<file path="config.mk">
export PLATFORM = sky130hd
export DESIGN_NAME = data_mem_ctrl_flat
export DESIGN_NICKNAME = d
export VERILOG_FILES = /design/src/rtl/data_mem_ctrl_if.sv /design/src/rtl/data_mem_ctrl.sv /design/src/flat_wrapper.sv
export SDC_FILE = /design/constraint.sdc
export NUM_CORES = 1
export LEC_CHECK = 0
export CORE_MARGIN = 3
export CORE_UTILIZATION = 34
export CTS_BUF_LIST = sky130_fd_sc_hd__clkbuf_8
export DETAILED_ROUTE_END_ITERATION = 7
export DONT_BUFFER_PORTS = 1
export PLACE_DENSITY = 0.48
export SYNTH_ARGS = -nofsm -noshare
export SYNTH_HDL_FRONTEND = slang
export SYNTH_SLANG_ARGS = --single-unit
</file>
<file path="constraint.sdc">
create_clock -name clk -period 4.1 [get_ports clk]
set_clock_uncertainty 0.05 [all_clocks]
set_input_delay 0.615 -clock clk [delete_from_list [all_inputs] [get_ports clk]]
set_output_delay 0.615 -clock clk [all_outputs]
set_load 0.03 [all_outputs]
</file>
<file path="src/rtl/data_mem_ctrl_if.sv">
// Request/response bundle for data_mem_ctrl: byte-addressed load/store
// requests with a valid/ready handshake, plus load response and status.
interface data_mem_ctrl_if #(parameter int ADDR_W = 7);
  logic              ReqValid;
  logic              ReqReady;
  logic              ReqWrite;
  logic [1:0]        ReqSize;
  logic              ReqSigned;
  logic [ADDR_W-1:0] Address;
  logic [31:0]       WriteData;
  logic              RespValid;
  logic [31:0]       ReadData;
  logic              Misaligned;
  logic              InitDone;

  modport slave (
    input  ReqValid, ReqWrite, ReqSize, ReqSigned, Address, WriteData,
    output ReqReady, RespValid, ReadData, Misaligned, InitDone
  );

  modport master (
    output ReqValid, ReqWrite, ReqSize, ReqSigned, Address, WriteData,
    input  ReqReady, RespValid, ReadData, Misaligned, InitDone
  );
endinterface

</file>
<file path="src/rtl/data_mem_ctrl.sv">
// MEM-stage data memory: byte/half/word loads and stores, sign/zero extension,
// READ_LAT-deep read pipeline, misalignment detection, clear-on-reset pass.
module data_mem_ctrl #(
  parameter  int DEPTH    = 32,
  parameter  int READ_LAT = 1,
  localparam int IDX_W    = $clog2(DEPTH),
  localparam int ADDR_W   = IDX_W + 2
) (
  input logic          clk,
  input logic          reset,
  data_mem_ctrl_if.slave bus
);

  typedef enum logic {S_INIT, S_IDLE} state_t;

  typedef struct packed {
    logic [31:0] word;
    logic [1:0]  lane;
    logic [1:0]  size;
    logic        sgn;
  } rd_t;

  state_t           r_state, w_state_nxt;
  logic [IDX_W-1:0] r_init_idx;
  logic [31:0]      r_mem [DEPTH];

  logic [READ_LAT:1] r_vld_pipe;
  logic [31:0]       r_rdata;
  logic              r_mis;

  logic             w_rdy, w_acc, w_bad, w_ld_acc, w_st_acc, w_fin_vld;
  logic [IDX_W-1:0] w_idx;
  logic [1:0]       w_lane;
  logic [3:0]       w_be;
  logic [31:0]      w_wlanes, w_ext;
  logic [7:0]       w_byte;
  logic [15:0]      w_half;
  rd_t              w_src, w_fin;

  always_ff @(posedge clk or posedge reset) begin
    if (reset) begin
      r_state    <= S_INIT;
      r_init_idx <= '0;
    end else begin
      r_state <= w_state_nxt;
      if (r_state == S_INIT) r_init_idx <= r_init_idx + 1'b1;
    end
  end

  always_comb begin
    w_state_nxt = r_state;
    if (r_state == S_INIT && r_init_idx == IDX_W'(DEPTH - 1)) w_state_nxt = S_IDLE;
  end

  assign w_rdy    = (r_state == S_IDLE);
  assign w_idx    = bus.Address[ADDR_W-1:2];
  assign w_lane   = bus.Address[1:0];
  assign w_acc    = bus.ReqValid & w_rdy;
  assign w_bad    = (bus.ReqSize == 2'b11) ||
                    (bus.ReqSize == 2'b01 && w_lane[0]) ||
                    (bus.ReqSize == 2'b10 && w_lane != 2'b00);
  assign w_ld_acc = w_acc & ~bus.ReqWrite & ~w_bad;
  assign w_st_acc = w_acc &  bus.ReqWrite & ~w_bad;

  // Replicate store data across lanes so every enabled lane picks its own slice
  always_comb begin
    w_be     = 4'b1111;
    w_wlanes = bus.WriteData;
    case (bus.ReqSize)
      2'b00: begin
        w_be     = 4'b0001 << w_lane;
        w_wlanes = {4{bus.WriteData[7:0]}};
      end
      2'b01: begin
        w_be     = 4'b0011 << w_lane;
        w_wlanes = {2{bus.WriteData[15:0]}};
      end
      default: ;
    endcase
  end

  always_ff @(posedge clk) begin
    if (r_state == S_INIT) begin
      r_mem[r_init_idx] <= '0;
    end else if (w_st_acc) begin
      for (int k = 0; k < 4; k++)
        if (w_be[k]) r_mem[w_idx][8*k +: 8] <= w_wlanes[8*k +: 8];
    end
  end

  // Word is captured at accept; later stores cannot disturb an in-flight load
  assign w_src = {r_mem[w_idx], w_lane, bus.ReqSize, bus.ReqSigned};

  generate
    if (READ_LAT == 1) begin : g_direct
      assign w_fin     = w_src;
      assign w_fin_vld = w_ld_acc;
    end else begin : g_pipe
      rd_t r_stg [1:READ_LAT-1];
      always_ff @(posedge clk or posedge reset) begin
        if (reset) begin
          for (int k = 1; k < READ_LAT; k++) r_stg[k] <= '0;
        end else begin
          r_stg[1] <= w_src;
          for (int k = 2; k < READ_LAT; k++) r_stg[k] <= r_stg[k-1];
        end
      end
      assign w_fin     = r_stg[READ_LAT-1];
      assign w_fin_vld = r_vld_pipe[READ_LAT-1];
    end
  endgenerate

  always_comb begin
    w_byte = w_fin.word[8*w_fin.lane +: 8];
    w_half = w_fin.lane[1] ? w_fin.word[31:16] : w_fin.word[15:0];
    case (w_fin.size)
      2'b00:   w_ext = {{24{w_fin.sgn & w_byte[7]}}, w_byte};
      2'b01:   w_ext = {{16{w_fin.sgn & w_half[15]}}, w_half};
      default: w_ext = w_fin.word;
    endcase
  end

  always_ff @(posedge clk or posedge reset) begin
    if (reset) begin
      r_vld_pipe <= '0;
      r_rdata    <= '0;
      r_mis      <= 1'b0;
    end else begin
      r_vld_pipe[1] <= w_ld_acc;
      for (int k = 2; k <= READ_LAT; k++) r_vld_pipe[k] <= r_vld_pipe[k-1];
      if (w_fin_vld) r_rdata <= w_ext;
      r_mis <= w_acc & w_bad;
    end
  end

  assign bus.ReqReady   = w_rdy;
  assign bus.InitDone   = w_rdy;
  assign bus.RespValid  = r_vld_pipe[READ_LAT];
  assign bus.ReadData   = r_rdata;
  assign bus.Misaligned = r_mis;

endmodule

</file>
<file path="src/flat_wrapper.sv">
// flat-port wrapper written by rule: the top's interface ports become plain ports
module data_mem_ctrl_flat 
#(
  parameter  int DEPTH    = 32,
  parameter  int READ_LAT = 1,
  localparam int IDX_W    = $clog2(DEPTH),
  localparam int ADDR_W   = IDX_W + 2
)
  (clk, reset, bus_ReqValid, bus_ReqWrite, bus_ReqSize, bus_ReqSigned, bus_Address, bus_WriteData, bus_ReqReady, bus_RespValid, bus_ReadData, bus_Misaligned, bus_InitDone);
  data_mem_ctrl_if #(.ADDR_W(($clog2(DEPTH) + 2))) bus_i ();
  input logic clk;
  input logic reset;
  input wire logic [$bits(bus_i.ReqValid)-1:0] bus_ReqValid;
  input wire logic [$bits(bus_i.ReqWrite)-1:0] bus_ReqWrite;
  input wire logic [$bits(bus_i.ReqSize)-1:0] bus_ReqSize;
  input wire logic [$bits(bus_i.ReqSigned)-1:0] bus_ReqSigned;
  input wire logic [$bits(bus_i.Address)-1:0] bus_Address;
  input wire logic [$bits(bus_i.WriteData)-1:0] bus_WriteData;
  output wire logic [$bits(bus_i.ReqReady)-1:0] bus_ReqReady;
  output wire logic [$bits(bus_i.RespValid)-1:0] bus_RespValid;
  output wire logic [$bits(bus_i.ReadData)-1:0] bus_ReadData;
  output wire logic [$bits(bus_i.Misaligned)-1:0] bus_Misaligned;
  output wire logic [$bits(bus_i.InitDone)-1:0] bus_InitDone;
  assign bus_i.ReqValid = bus_ReqValid;
  assign bus_i.ReqWrite = bus_ReqWrite;
  assign bus_i.ReqSize = bus_ReqSize;
  assign bus_i.ReqSigned = bus_ReqSigned;
  assign bus_i.Address = bus_Address;
  assign bus_i.WriteData = bus_WriteData;
  assign bus_ReqReady = bus_i.ReqReady;
  assign bus_RespValid = bus_i.RespValid;
  assign bus_ReadData = bus_i.ReadData;
  assign bus_Misaligned = bus_i.Misaligned;
  assign bus_InitDone = bus_i.InitDone;
  data_mem_ctrl #(.DEPTH(DEPTH), .READ_LAT(READ_LAT)) u_core (.clk(clk), .reset(reset), .bus(bus_i));
endmodule
</file>
Word level (Yosys, flattened, before mapping)

Memory sizes are Yosys's and may differ from the RTL's.
Cells that the tools add are included.

Register bits after elaboration: 40
RAM bits: 1024
Output and inout port bits: 36
Memories: 1

Memories:

| name         | words | width | read ports | clocked after Yosys merged registers in | wr ports | line                | RTL |
|---|---|---|---|---|---|---|---|
| u_core.r_mem | 32    | 32    | 1          | 0                                       | 1        | data_mem_ctrl.sv:25 | `logic [31:0] r_mem [DEPTH];` |

Add/sub/neg operators: 1
Eq/ne operators: 4
Shift operators: 3
Muxes and demuxes: 24
Bitwise logic cells: 11
Reductions and logical operators: 8

Operator list:

| kind                | number |
|---|---|
| $pmux 32 s2         | 2 |
| $mux 32             | 1 |
| $reduce_or 32->1    | 1 |
| $shiftx 32x6->8     | 1 |
| $mux 1              | 17 |
| $mux 16             | 1 |
| $and 1x1->1         | 8 |
| $pmux 4 s2          | 1 |
| $add 5x1->5 const B | 1 |
| $eq 5x5->1 const B  | 1 |
| $mux 5              | 1 |
| $eq 2x2->1 const B  | 2 |
| $mux 4              | 1 |
| $shl 1x2->4 const A | 1 |
| $shl 2x2->4 const A | 1 |
| $logic_and 1x1->1   | 3 |
| $not 1->1           | 3 |
| $eq 2x1->1 const B  | 1 |
| $logic_not 2->1     | 1 |
| $logic_or 1x1->1    | 2 |
| $reduce_bool 2->1   | 1 |

Depth between registers and ports, before layout

Gate-level depths: netlist of the first run.

Word-level depth: 11
Gate-level depth with buffers: 11

Worst setup path after synthesis of the first run

Ideal clock, no wire load.

Path kind: input-to-reg
Start: input port bus_Address[4]
End: memory u_core.r_mem[28][0], enable pin
Setup time: 0.370 ns
Arrival time: 3.357 ns
Data required time: 3.680 ns
Slack: 0.322 ns
Stages on the path: 10
Path through: buf_2 buf_2 buf_1 buf_1 clkbuf_1 nand2_1 mux2_2 nor2_1 nand2_1 nor2_1

Cells in the longest elaborated chain, start to end: 1

Ends and longest elaborated chain:

| element            | line                | RTL |
|---|---|---|
| start: declaration | flat_wrapper.sv:17  | `input wire logic [$bits(bus_i.Address)-1:0] bus_Address;` |
| $mux 5 (no line)   | -                   |  |
| end: declaration   | data_mem_ctrl.sv:25 |  |

Every way passes these cells.

Final worst setup path of the first run

Start: register u_core.r_state, in the netlist u_core.bus.InitDone
End: register u_core.r_rdata[8], in the netlist u_core.bus.ReadData[8]

Cells in the longest elaborated chain, start to end: 3

Ends and longest elaborated chain:

| element                   | line                 | RTL |
|---|---|---|
| start: declaration        | data_mem_ctrl.sv:23  | `state_t r_state, w_state_nxt;` |
| start signal: assignment  | data_mem_ctrl.sv:45  | `r_state <= w_state_nxt;` |
| $and 1x1->1               | data_mem_ctrl.sv:58  | `assign w_acc = bus.ReqValid & w_rdy;` |
| $and 1x1->1 (2 in series) | data_mem_ctrl.sv:62  | `assign w_ld_acc = w_acc & ~bus.ReqWrite & ~w_bad;` |
| end signal: assignment    | data_mem_ctrl.sv:131 | `if (w_fin_vld) r_rdata <= w_ext;` |
| end: declaration          | data_mem_ctrl.sv:28  | `logic [31:0] r_rdata;` |

Every way passes these cells.
A chain may end at the register's enable or synchronous reset.

==> out/results.md, run 1 <==
| Item | Value |
| --- | --- |
| Outcome | finished clean |
| Post-Route Hold Slack | 120 ps |
| Overall die area | 0.128 sq mm |
| Kind of critical path | reg -> reg |
| Capture point of the worst path | u_core.bus.ReadData[8] |
| Max rail drop VDD | 263 uV |
| Routed length per instance | 28.9 microns |
| Area fraction of the dominant cell type after synthesis | 0.729 |
| Area occupied by multi-input gates | 0.00998 sq mm |
| Final wirelength | 118000 microns |
| Post-synth EDFFs | 1024 |
| Global placement routability congestion | 0.865 |
| Seq cells post-synth | 1064 |
| Number of instances in the synthesized netlist | 2043 |
| Vias | 21600 |
| Largest net degree at the start of global routing | 261 |
| Arrival time of the worst setup path | 4450 ps |
| Initial core utilization | 0.344 |
| Overall Power | 0.0214 W |
| Total global-route track usage | 0.185 |
| Fraction of final layout cells with drive strength greater than 1 | 0.315 |
| Clock tree root driver cell | sky130_fd_sc_hd__clkbuf_8 |
| Clk sink count | 1064 |
| Worst min-delay path startpoint | bus_Address[1] |
| Cell depth of the worst flop-to-flop path | 7 |
| Total negative slack for setup checks | 0 ps |
| Capturing point of the worst reg2reg path | u_core.bus.ReadData[8] |
| Post-placement cell count | 3731 |
| Skew-Pair Late Insertion Delay | 830 ps |
| Area Growth Syn to Fin | 15.0% |
| Top Ports | 82 |
| Via density | 5.30 |
| Clock tree from TritonCTS | built |
| Critical Path Sink Type | register |
| Tightest Hold Check Type | in -> reg |
| Final Util | 0.396 |
| First-pass GRT wire length | 167000 microns |
| Register-to-register setup slack | 360 ps |
| Slew HR | 0.156 |
| Setup bufs post-CTS | 0 |
| Total of warnings raised by yosys | 0 |
| Antenna violations before repair | 10 |
| CTS max path bufs | 3 |
| Number of distinct standard cells referenced by the synthesized netlist | 49 |
| Via count of the first global-routing pass | 22500 |
| Count of maximum capacitance violations | 0 |
| Crit start category | register |
| Area of the mapped netlist | 0.0422 sq mm |
| Maximum fanout along the worst path | 19 |
| Critical Path Source | u_core.bus.InitDone |
| Ys async rst share | 0.0376 |
| Vertical die dimension | 358 microns |
| Max Clock Freq | 0.267 GHz |
| Ratio of final minimum period to clock period | 0.913 |
| Die Wd | 358 microns |
| Register cell area after layout | 0.0318 sq mm |
| Number of placement rows | 128 |
| Number of CTS-inserted buffers | 176 |
| DRC violation count after routing | 0 |
| Leading cell type in the layout, fill and taps excluded | sky130_fd_sc_hd__edfxtp_1 |
| Final setup violating endpoints | 0 |
| Placeable core region | 0.123 sq mm |
| Unrepaired setup endpoints after global routing | no |
| Number of inserted filler cells in the final layout | 11100 |
| Launch point of the worst reg-to-reg path | u_core.bus.InitDone |
| H-tree depth | 4 |
| Most used cells in the layout excluding fill and tap cells | 1024 x sky130_fd_sc_hd__edfxtp_1, 286 x sky130_fd_sc_hd__mux4_2, 187 x sky130_fd_sc_hd__clkbuf_8 |
| Net count after synthesis | 2091 |
| Power density normalized to cell area | 441 mW/mm^2 |
| Actual slew at the worst max-slew pin | 1260 ps |
| Total leakage power | 18.1 nW |
| Reg clk slew, reported paths | 70 ps |
| Final hold violation count | 0 |
| Fraction of the yosys area taken by sequential cells | 0.753 |
| Number of nets with antenna violations after detailed routing | 0 |
| Detailed-placement wirelength estimate | 73500 microns |
| Number of port buffers | 0 |
| Post-layout minimum cycle time | 3740 ps |
| Congestion Overflow GR | 0 |
| Max Slew Vio Count | 0 |
| Mapped Avg Cell Area | 20.6 sq um |
| Main area contributors after synthesis | sky130_fd_sc_hd__edfxtp_1 73%, sky130_fd_sc_hd__mux4_2 15%, sky130_fd_sc_hd__dfrtp_1 2.4% |
| Layout Nets | 2342 |
| Yosys top cell by area | sky130_fd_sc_hd__edfxtp_1 |
| Final Instance Count excl. Fillers | 4074 |
| Synth Flop Type | sky130_fd_sc_hd__edfxtp_1 |
| Worst Path Required | 4810 ps |
| Number of iterations in the first detailed-routing pass | 8 |
| Detailed router's first-iteration violation count | 2518 |
## cells by family after synthesis
kind of cell,count (synthesis),synth area share
XOR/XNOR,3,0.000623
flip-flops,1064,0.753
multiplexers,392,0.179
adder cells (fa/ha/maj),2,0.000593
buffers and inverters,122,0.0124
AO/OA/AOI/OAI,128,0.0210
AND/OR/NAND/NOR,332,0.0330
## repair_timing
item                                   CTS  global route
resized for setup                        0             0
hold buffers                             9             0
endpoints found under the hold margin   47             0
## area by class of cell
class                      instances  area share
inverter                           3    0.000232
clock inverter                   132      0.0134
tap                             1625      0.0419
timing repair buffer             192      0.0304
multi-input combinational        857       0.206
antenna                           14    0.000722
clock buffer                     187      0.0531
sequential                      1064       0.655
## per-stage QoR
stage / instance area, sq um / worst slack [ps]
finish: 48500 / 358
global placement: 45100 / 524
CTS: 48500 / 86.9
global route: 48500 / 201
floorplan: 42200 / 322
detailed placement: 45100 / 470
## state kept, by name, indices dropped and copies added (netlist names)
| signal | cells |
|---|---|
| u_core.r_mem | 1024 |
| u_core.bus.Misaligned | 1 |
| u_core.r_init_idx | 5 |
| u_core.bus.InitDone | 1 |
| u_core.bus.ReadData | 32 |
| u_core.bus.RespValid | 1 |
## worst min path at each step
stage                         endpoint  slack [ps]  cells past startpoint
2_1_floorplan     u_core.r_init_idx[3]         430                      1
3_3_place_gp      u_core.r_init_idx[3]         470                      1
3_5_place_dp      u_core.r_init_idx[3]         490                      1
4_1_cts        u_core.bus.ReadData[15]          20                      3
5_1_grt         u_core.bus.ReadData[6]          40                      4
6_report        u_core.bus.ReadData[6]         120                      4
## report_power, final
part	switching, W	internal [W]	leakage (nW)
Clock	0.00417	0.00440	1.90
Combinational	0.000378	0.000307	4.20
Sequential	0.000231	0.0119	12.0
Total	0.00478	0.0166	18.1
## synth_stat cells, drive strengths merged, types with 9 or more instances
cell type  number
mux4          286
nor2b           9
o22ai          22
and2           11
buf            63
nor3           18
dfrtp          40
clkbuf         56
nor2          200
mux2i          60
edfxtp       1024
nand2          64
a21oi          33
mux2           46
a22oi          11
## per-layer routing
layer,vias up,track usage,wire [microns]
li1,8981,-,-
met1,11500,0.266,51700
met2,885,0.266,51400
met3,192,0.0629,12000
met4,2,0.0513,2580
met5,-,0,12
## critical path, cell delays in order, from the launching register on
cell and delay [ps]:
sky130_fd_sc_hd__dfrtp_1 450, sky130_fd_sc_hd__nand2_1 120, sky130_fd_sc_hd__or3_1 790, sky130_fd_sc_hd__clkinv_1 610
sky130_fd_sc_hd__nand2_1 610, sky130_fd_sc_hd__a311oi_1 180, sky130_fd_sc_hd__a311oi_1 270, sky130_fd_sc_hd__dlygate4sd3_1 580
No activity file was read; power rests on OpenSTA's default activity.
==> inputs of run 2 (changes only) <==
clock period = 4.3 ns   (was 4.1 ns; I/O delays follow)
==> run 2 against run 1 <==
Net effect: sequential share of layout area rose by 0.26 points; first-iteration DRC count rose by 2.9%; register-to-register slack improved by 180 ps; clock power fell by 7.7%; sequential cell count did not move; final cell count fell by 0.54%; design area fell by 0.39%; largest power group unchanged.
==> out/results.md, run 2 (synthesis results as in run 1) <==
| Item | Value |
| --- | --- |
| Outcome | finished clean |
| Setup slack after layout | 540 ps |
| Maximum fanout along the worst path | 20 |
| Number of flip-flops in the largest register | 1024 |
| Critical path's slowest cell | sky130_fd_sc_hd__or3_1 |
| Detailed-placement wirelength estimate | 74300 microns |
| Number of placement rows | 128 |
| Power density normalized to cell area | 416 mW/mm^2 |
| First-pass GRT wire length | 168000 microns |
| Final wirelength | 119000 microns |
| Placeable core region | 0.123 sq mm |
| Most used cells in the layout excluding fill and tap cells | 1024 x sky130_fd_sc_hd__edfxtp_1, 286 x sky130_fd_sc_hd__mux4_2, 188 x sky130_fd_sc_hd__clkbuf_8 |
| Reg clk slew, reported paths | 70 ps |
| Clock tree root driver cell | sky130_fd_sc_hd__clkbuf_8 |
| Kind of critical path | reg -> reg |
| Top Ports | 82 |
| Post-Route Hold Slack | 111 ps |
| Top reg by flops | u_core.r_mem |
| Slew HR | 0.154 |
| Final hold violation count | 0 |
| Congestion Overflow GR | 0 |
| Sequential Power Share | 0.575 |
| Final Instance Count excl. Fillers | 4052 |
| Switching part of the total | 0.223 |
| Via density | 5.41 |
| Fraction of final layout cells with drive strength greater than 1 | 0.309 |
| Total global-route track usage | 0.187 |
| Overall die area | 0.128 sq mm |
| CTS max path bufs | 3 |
| Number of inserted filler cells in the final layout | 11000 |
| Number of CTS-inserted buffers | 178 |
| Leading cell type in the layout, fill and taps excluded | sky130_fd_sc_hd__edfxtp_1 |
| Post-placement cell count | 3727 |
| Routed length per instance | 29.4 microns |
| Crit start category | register |
| Actual slew at the worst max-slew pin | 1270 ps |
| Global placement routability congestion | 0.911 |
| Post-layout minimum cycle time | 3760 ps |
| Antenna violations before repair | 12 |
| Max Clock Freq | 0.266 GHz |
| Initial core utilization | 0.344 |
| Total negative slack for setup checks | 0 ps |
| Place WS | 662 ps |
| Clk sink count | 1064 |
| Detailed router's first-iteration violation count | 2590 |
| Tightest Hold Check Type | in -> reg |
| Vias | 21900 |
| Max rail drop VDD | 251 uV |
| Slowest stage delay, CP | 940 ps |
| Ratio of final minimum period to clock period | 0.874 |
| Power share of the clock group | 0.393 |
| Number of port buffers | 0 |
| H-tree depth | 4 |
| Internal Dissipation | 0.0156 W |
| Overall Power | 0.0201 W |
| Sw power | 0.00448 W |
| DRC violation count after routing | 0 |
| Arrival time of the worst setup path | 4430 ps |
| Clock tree from TritonCTS | built |
| Unrepaired setup endpoints after global routing | no |
| Critical Path Sink Type | register |
| Max Slew Vio Count | 0 |
| Setup bufs post-CTS | 0 |
| Largest net degree at the start of global routing | 261 |
| Skew-Pair Late Insertion Delay | 820 ps |
| Via count of the first global-routing pass | 22200 |
| Cell Chain, Critical Path | buf_4 > nand2_1 > or3_1 > clkinv_1 > buf_4 > nor2_1 > a41oi_1 > dlygate4sd3_1 |
| Vertical die dimension | 358 microns |
| Count of maximum capacitance violations | 0 |
| Area Growth Syn to Fin | 14.6% |
| Die Wd | 358 microns |
| Cell repeated most along the worst path | sky130_fd_sc_hd__buf_4 |
| Number of iterations in the first detailed-routing pass | 8 |
| Register-to-register setup slack | 540 ps |
| Final setup violating endpoints | 0 |
| Combinational share of power | 0.032 |
| Worst Path Required | 4970 ps |
| Total leakage power | 18.1 nW |
| Layout Nets | 2339 |
| Number of nets with antenna violations after detailed routing | 0 |
## run 2: cell count changes in the layout (fill, tap and decap cells not counted), sizes merged
cell | previous run | this run
inv | 72 | 79
clkinvlp | 4 | 3
bufinv | 3 | 0
diode | 14 | 9
clkbuf | 187 | 188
buf | 183 | 178
clkinv | 56 | 40
## run 2: stage by stage
step,instance area (sq um),utilization
final,48300,0.394
after detailed placement,45100,0.368
after global routing,48300,0.394
after floorplan,42200,-
after CTS,48300,0.394
after global placement,45100,0.368
## run 2: power by group through the flow
| stage | logic, W | clock network, W | registers (W) |
|---|---|---|---|
| 5_1_grt | 0.000676 | 0.00864 | 0.0116 |
| 3_5_place_dp | 0.000623 | 0 | 0.0118 |
| 3_3_place_gp | 0.000612 | 0 | 0.0118 |
| 2_1_floorplan | 0.000548 | 0 | 0.0117 |
| 4_1_cts | 0.000637 | 0.00817 | 0.0116 |
| 6_report | 0.000646 | 0.00791 | 0.0116 |
## run 2: area by class of cell
cell class,instances,area (sq um),area share
antenna,9,22.5,0.000466
clock buffer,188,2590,0.0536
clock inverter,119,504,0.0104
inverter,3,11.3,0.000233
multi-input combinational,857,9980,0.207
sequential,1064,31800,0.657
tap,1625,2030,0.0421
timing repair buffer,187,1430,0.0295
## run 2: final timing paths
kind | to | startpoint | cells past startpoint
setup / recovery | u_core.bus.ReadData[15] | u_core.bus.InitDone | 8
hold / removal | u_core.bus.ReadData[8] | bus_ReqSigned | 3
setup reg to reg | u_core.bus.ReadData[15] | u_core.bus.InitDone | 8
hold reg to reg | u_core.r_init_idx[3] | u_core.r_init_idx[3] | 1
max in group asynchronous | u_core.r_init_idx[3] | reset | 2
min in group asynchronous | u_core.bus.ReadData[26] | reset | 2
## run 2: repair_timing
item | in CTS | in global routing
resized for setup | 0 | 0
hold buffers | 9 | 0
endpoints found under the hold margin | 47 | 0
## run 2: routing by layer
layer / GRT usage / share of wire / vias up
met2: 0.272 / 0.45 / 984
met4: 0.0448 / 0.015 / 8
met1: 0.275 / 0.45 / 11800
met3: 0.0572 / 0.087 / 157
met5: 0 / 0.00048 / -
li1: - / - / 8964
## run 2: worst max-delay path: cells and delay by family, from the launching register on
| family | cells | cell delay, ps |
|---|---|---|
| AOI/OAI and AO/OA | 1 | 60 |
| buffers and inverters | 4 | 1820 |
| DFF | 1 | 510 |
| and+or+nand+nor | 3 | 1180 |
